===== src/rtl/beta_alu_pkg.sv =====
// Shared Beta ALU definitions: 4-bit function codes and the multiply
// sequencer state encoding.
package beta_alu_pkg;

   localparam logic [3:0] ALU_ADD   = 4'b0000;
   localparam logic [3:0] ALU_SUB   = 4'b0001;
   localparam logic [3:0] ALU_MUL   = 4'b0010;
   localparam logic [3:0] ALU_CMPEQ = 4'b0100;
   localparam logic [3:0] ALU_CMPLT = 4'b0101;
   localparam logic [3:0] ALU_CMPLE = 4'b0110;
   localparam logic [3:0] ALU_AND   = 4'b1000;
   localparam logic [3:0] ALU_OR    = 4'b1001;
   localparam logic [3:0] ALU_XOR   = 4'b1010;
   localparam logic [3:0] ALU_XNOR  = 4'b1011;
   localparam logic [3:0] ALU_SHL   = 4'b1100;
   localparam logic [3:0] ALU_SHR   = 4'b1101;
   localparam logic [3:0] ALU_SRA   = 4'b1110;

   typedef enum logic [1:0] {
      ST_IDLE = 2'd0,
      ST_RUN  = 2'd1,
      ST_DONE = 2'd2
   } seq_state_e;

endpackage


===== src/rtl/beta_mul_sequencer_if.sv =====
// Multiply request/response bundle between the datapath (master) and the
// iterative multiply sequencer (slave).
interface beta_mul_sequencer_if #(
   parameter int WIDTH = 32
);
   logic             mul_start;
   logic [WIDTH-1:0] mul_a;
   logic [WIDTH-1:0] mul_b;
   logic             mul_busy;
   logic             mul_done;
   logic [WIDTH-1:0] mul_product;

   modport master (
      output mul_start, mul_a, mul_b,
      input  mul_busy, mul_done, mul_product
   );

   modport slave (
      input  mul_start, mul_a, mul_b,
      output mul_busy, mul_done, mul_product
   );
endinterface


===== src/rtl/beta_mul_sequencer.sv =====
// Shift-and-add multiply controller that borrows the shared Beta ALU's ADD
// function, one partial product per cycle, stalling the datapath meanwhile.
module beta_mul_sequencer
   import beta_alu_pkg::*;
#(
   parameter int WIDTH = 32,
   parameter int CNT_W = 5
) (
   input  logic                   clk,
   input  logic                   reset,
   input  logic [3:0]             dp_fn,
   input  logic [WIDTH-1:0]       dp_a,
   input  logic [WIDTH-1:0]       dp_b,
   output logic [WIDTH-1:0]       dp_result,
   beta_mul_sequencer_if.slave    mul,
   output logic                   stall,
   output logic [3:0]             alu_fn,
   output logic [WIDTH-1:0]       alu_a,
   output logic [WIDTH-1:0]       alu_b,
   input  logic [WIDTH-1:0]       alu_result
);

   seq_state_e       state_q,   state_d;
   logic [WIDTH-1:0] acc_q,     acc_d;
   logic [WIDTH-1:0] mcand_q,   mcand_d;
   logic [WIDTH-1:0] mplier_q,  mplier_d;
   logic [CNT_W-1:0] count_q,   count_d;
   logic [WIDTH-1:0] product_q, product_d;
   logic             last_iter_s;

   // State and operand registers with synchronous reset
   always_ff @(posedge clk) begin
      if (reset) begin
         state_q   <= ST_IDLE;
         acc_q     <= '0;
         mcand_q   <= '0;
         mplier_q  <= '0;
         count_q   <= '0;
         product_q <= '0;
      end else begin
         state_q   <= state_d;
         acc_q     <= acc_d;
         mcand_q   <= mcand_d;
         mplier_q  <= mplier_d;
         count_q   <= count_d;
         product_q <= product_d;
      end
   end

   // Stop once no multiplier bits remain, or after the last bit position
   assign last_iter_s = ((mplier_q >> 1) == '0) || (count_q == CNT_W'(WIDTH - 1));

   // Next-state logic and ALU port multiplexing
   always_comb begin
      state_d   = state_q;
      acc_d     = acc_q;
      mcand_d   = mcand_q;
      mplier_d  = mplier_q;
      count_d   = count_q;
      product_d = product_q;
      alu_fn    = dp_fn;
      alu_a     = dp_a;
      alu_b     = dp_b;
      case (state_q)
         ST_IDLE: begin
            if (mul.mul_start) begin
               mcand_d  = mul.mul_a;
               mplier_d = mul.mul_b;
               acc_d    = '0;
               count_d  = '0;
               if (mul.mul_b != '0) begin
                  state_d = ST_RUN;
               end else begin
                  state_d   = ST_DONE;
                  product_d = '0;
               end
            end else begin
               state_d = ST_IDLE;
            end
         end
         ST_RUN: begin
            alu_fn   = ALU_ADD;
            alu_a    = acc_q;
            alu_b    = mplier_q[0] ? mcand_q : '0;
            acc_d    = alu_result;
            mcand_d  = mcand_q << 1;
            mplier_d = mplier_q >> 1;
            count_d  = count_q + CNT_W'(1);
            if (last_iter_s) begin
               state_d   = ST_DONE;
               product_d = alu_result;
            end else begin
               state_d = ST_RUN;
            end
         end
         ST_DONE: begin
            state_d = ST_IDLE;
         end
         default: begin
            state_d = ST_IDLE;
         end
      endcase
   end

   assign dp_result       = alu_result;
   assign stall           = (state_q == ST_RUN);
   assign mul.mul_busy    = (state_q != ST_IDLE);
   assign mul.mul_done    = (state_q == ST_DONE);
   assign mul.mul_product = product_q;

endmodule


===== src/flat_wrapper.sv =====
// flat-port wrapper written by rule: the top's interface ports become plain ports
module beta_mul_sequencer_flat import beta_alu_pkg::*;
#(
   parameter int WIDTH = 32,
   parameter int CNT_W = 5
)
  (clk, reset, dp_fn, dp_a, dp_b, dp_result, stall, alu_fn, alu_a, alu_b, alu_result, mul_mul_start, mul_mul_a, mul_mul_b, mul_mul_busy, mul_mul_done, mul_mul_product);
  beta_mul_sequencer_if #(.WIDTH(WIDTH)) mul_i ();
  input  logic clk;
  input  logic reset;
  input  logic [3:0] dp_fn;
  input  logic [WIDTH-1:0] dp_a;
  input  logic [WIDTH-1:0] dp_b;
  output logic [WIDTH-1:0] dp_result;
  output logic stall;
  output logic [3:0] alu_fn;
  output logic [WIDTH-1:0] alu_a;
  output logic [WIDTH-1:0] alu_b;
  input  logic [WIDTH-1:0] alu_result;
  input wire logic [$bits(mul_i.mul_start)-1:0] mul_mul_start;
  input wire logic [$bits(mul_i.mul_a)-1:0] mul_mul_a;
  input wire logic [$bits(mul_i.mul_b)-1:0] mul_mul_b;
  output wire logic [$bits(mul_i.mul_busy)-1:0] mul_mul_busy;
  output wire logic [$bits(mul_i.mul_done)-1:0] mul_mul_done;
  output wire logic [$bits(mul_i.mul_product)-1:0] mul_mul_product;
  assign mul_i.mul_start = mul_mul_start;
  assign mul_i.mul_a = mul_mul_a;
  assign mul_i.mul_b = mul_mul_b;
  assign mul_mul_busy = mul_i.mul_busy;
  assign mul_mul_done = mul_i.mul_done;
  assign mul_mul_product = mul_i.mul_product;
  beta_mul_sequencer #(.WIDTH(WIDTH), .CNT_W(CNT_W)) u_core (.clk(clk), .reset(reset), .dp_fn(dp_fn), .dp_a(dp_a), .dp_b(dp_b), .dp_result(dp_result), .mul(mul_i), .stall(stall), .alu_fn(alu_fn), .alu_a(alu_a), .alu_b(alu_b), .alu_result(alu_result));
endmodule

===== config.mk =====
export PLATFORM = sky130hd
export DESIGN_NAME = beta_mul_sequencer_flat
export DESIGN_NICKNAME = d
export VERILOG_FILES = /design/src/rtl/beta_alu_pkg.sv /design/src/rtl/beta_mul_sequencer_if.sv /design/src/rtl/beta_mul_sequencer.sv /design/src/flat_wrapper.sv
export SDC_FILE = /design/constraint.sdc
export NUM_CORES = 1
export LEC_CHECK = 0
export ABC_AREA = 0
export CAP_MARGIN = 15
export CORE_MARGIN = 3
export CORE_UTILIZATION = 46
export DETAILED_ROUTE_END_ITERATION = 10
export PLACE_DENSITY_LB_ADDON = 0.3
export SLEW_MARGIN = 40
export SYNTH_ARGS = -nofsm -noshare
export SYNTH_HDL_FRONTEND = slang
export SYNTH_SLANG_ARGS = --single-unit
export TNS_END_PERCENT = 1

===== constraint.sdc =====
create_clock -name clk -period 2.8 [get_ports clk]
set_clock_uncertainty 0.05 [all_clocks]
set_input_delay 0.56 -clock clk [delete_from_list [all_inputs] [get_ports clk]]
set_output_delay 0.56 -clock clk [all_outputs]
set_load 0.005 [all_outputs]

==> flow_summary.ini <==
[run_status]
outcome = completed

[yosys]
synth_top_area_share_pct = 39.9
synthTopCellsByArea = dfxtp_1 40%, nand2_1 14%, a2111oi_2 6.9%
synthArstFlopShare_pct = 0
yosysWarnings = 0
yosysTopAreaCell = dfxtp_1
ys_ff_latch = 135
postSynthCellCount = 890
syn_area_per_cell_sq_um = 7.60
netlist_area_sq_mm = 0.00677
yosysSeqAreaShare_pct = 39.9
synth_enable_flop_cells = 0
ys.flop_type = dfxtp_1
synth_cell_type_count = 37
synth_fp_nets = 1059

[global_routing]
grtUsageTotal_pct = 26.4
grt_pass1_wl_um = 34700
use_met3_pct = 6.52
grt_pass1_vias = 6896
grt_max_degree = 82
met1_usage_pct = 32.9
met2_usage_pct = 43.3
grt_antenna_before_repair = 0
grt-busiest-layer = met2
grt_overflow_total = 0

[power_and_ir_drop]
pwr-share-seq_pct = 37.0
power_mw = 6.04
clock_power_share_pct = 37.6
p_per_area_mw_per_mm2 = 578
peakVddDrop_mv = 0.391
p_sw_share_pct = 27.7
netSwitchingPower_mw = 1.67
p_leak_nw = 4.08
internal-power_mw = 4.36
combinationalPowerShare_pct = 25.3

[setup_path]
worstSetupPathType = flip-flop to primary output
endpoint_kind = primary output
startpoint_type = flip-flop
cp_max_fo = 13
cp.arrival_ns = 2.05
cp.required_ns = 2.19

[cts]
root_buffer = clkbuf_16
cts_buffer_depth = 2
clock_sinks = 135
clk_latency_ns = 0.41
cts_hold_buf = 0
clkTransAtPathRegs_ns = 0.05
cts_tree = built
cts_made_buffers = 17
h-tree-depth = 4

[job]
max-cap-violations = 0

[timing]
fmax_ghz = 0.375
hold_violations = 0
maxSlewViolCount = 0
setup_viol = 0
relSlewSlack_pct = 58.4
post-route-min-period_ns = 2.66
rsz0062_at_grt = false
fin_hold_ws_ns = 0.402
period_share_pct = 95.1
tightest_slew_ns = 0.623
setup_ws_ns = 0.136

[floorplan]
rows = 43
num_io_pins = 302
die-area_sq_mm = 0.0162
start_util_pct = 47.8
die_y_um = 127
design.core.area_sq_mm = 0.0141
fp.dieW_um = 127

[detailed_routing]
dr.pass1.iters = 5
vias = 7507
post_drt_wl_per_cell_um = 17.1
totalWireLength_um = 22800
final_antenna_net_count = 0
remaining_drc_errors = 0
vias_per_cell = 5.64
drt-initial-drc-count = 705

[cells_and_area]
diodes = 0
layout-drive-gt1-share_pct = 9.46
finalNonFillerCells = 1332
nets = 1308
nFillCells = 1096
area_growth_pct = 54.4
fin_area_sq_mm = 0.0104
multiInputGateArea_sq_mm = 0.00334
seq_area_sq_mm = 0.00270

[placed_design]
placedCellCount = 1293
dp_hpwl_um = 16100
place_ws_ns = -0.0237
place.gp.congestion = 0.876
port_buffers = 301
dpl_cell_area_sq_mm = 0.00975

[hold_path]
hold_class = flip-flop to flip-flop
==> placed cells by master (no fill, tap or decap), drive strengths merged, types with 2 or more instances in the layout <==
cell           count
clkdlybuf4s50    300
nand2            249
dfxtp            135
a21oi             65
nor2              64
o22ai             51
inv               44
a221oi            42
buf               38
nand3             32
a2111oi           32
clkbuf            24
nor4              16
a211oi            11
a311oi            11
clkinv             6
nand4              5
and2               4
a22oi              4
bufinv             3
o21a               2
ha                 2
nand2b             2
o21ai              2
nor3               2
o21bai             2
==> critical path, stage by stage, from the launching register on <==
cell	delay [ns]
dfxtp_1	0.35
inv_2	0.09
nand2_4	0.10
inv_8	0.12
buf_4	0.20
nand3_1	0.16
nand2_1	0.11
clkdlybuf4s50_1	0.50
==> logic make-up after synthesis <==
kind of cell | Yosys count | synth area share [%]
AO/OA/AOI/OAI | 223 | 25.9
flip-flops | 135 | 39.9
AND/OR/NAND/NOR | 376 | 22.8
adder cells (fa/ha/maj) | 2 | 0.370
buffers and inverters | 154 | 11.0
==> metal layers <==
metal,part of all wire (%),vias to the layer above
met5,0,-
met4,3.4,0
met3,7.6,54
met2,48,334
met1,41,3507
li1,-,3612
==> final timing paths <==
path                            cells past startpoint                        startpoint                                      end  slack (ns)
worst min register to register                      2     u_core.acc_q[14]$_SDFFE_PP0P_            u_core.acc_q[14]$_SDFFE_PP0P_        0.40
worst max register to register                      6  u_core.mplier_q[23]$_SDFFE_PP0P_  u_core.mul.mul_product[31]$_SDFFE_PP0P_        0.54
worst max-delay path                                7      u_core.state_q[1]$_SDFF_PP0_                                alu_b[27]        0.14
worst min-delay path                                2     u_core.acc_q[14]$_SDFFE_PP0P_            u_core.acc_q[14]$_SDFFE_PP0P_        0.40
==> repair_timing <==
| item | in CTS | in global routing |
|---|---|---|
| buffers inserted | 0 | 6 |
| resized for setup | 1 | 5 |
| pin swaps | 0 | 0 |
| endpoints found under the setup margin | 33 | 36 |
| cloned | 0 | 1 |
==> cells in the mapped netlist, types with 3 or more instances <==
cell type	number
and2_1	4
nand3_1	32
a21oi_1	65
nor2_1	64
a311oi_1	11
clkbuf_1	54
a211oi_1	11
buf_2	9
buf_6	3
inv_1	43
dfxtp_1	135
a221oi_1	42
o22ai_1	51
nand4_1	5
buf_4	35
a22oi_1	4
a2111oi_2	31
buf_1	7
nor4_1	16
nand2_1	248
==> power by group through the flow <==
stage	logic, mW	clock network, mW	registers (mW)
floorplan	0.759	0	2.23
global placement	1.46	0	2.26
detailed placement	1.49	0	2.27
CTS	1.49	2.29	2.23
global route	1.66	2.38	2.25
finish	1.53	2.27	2.24
==> registers in the layout, summed over array words and instances, names as in the netlist <==
name	cells
u_core.mcand_q	32
u_core.mplier_q	32
u_core.count_q	5
u_core.state_q	2
u_core.mul.mul_product	32
u_core.acc_q	32
==> layout make-up <==
class	instances	area share, %
Timing Repair Buffer	339	32.6
Clock buffer	23	4.58
Multi-Input combinational cell	601	31.9
Inverter	45	1.69
Tap cell	180	2.16
Clock inverter	9	1.17
Sequential cell	135	25.9
==> through the flow <==
stage                     setup TNS [ns]  utilization, %
final                                  0            73.8
after global routing                   0            73.8
after CTS                              0            73.2
after detailed placement         -0.0876            68.9
after global placement                 0            68.9
after floorplan                        0               -
Note: power is estimated with default switching activity, not from simulation.
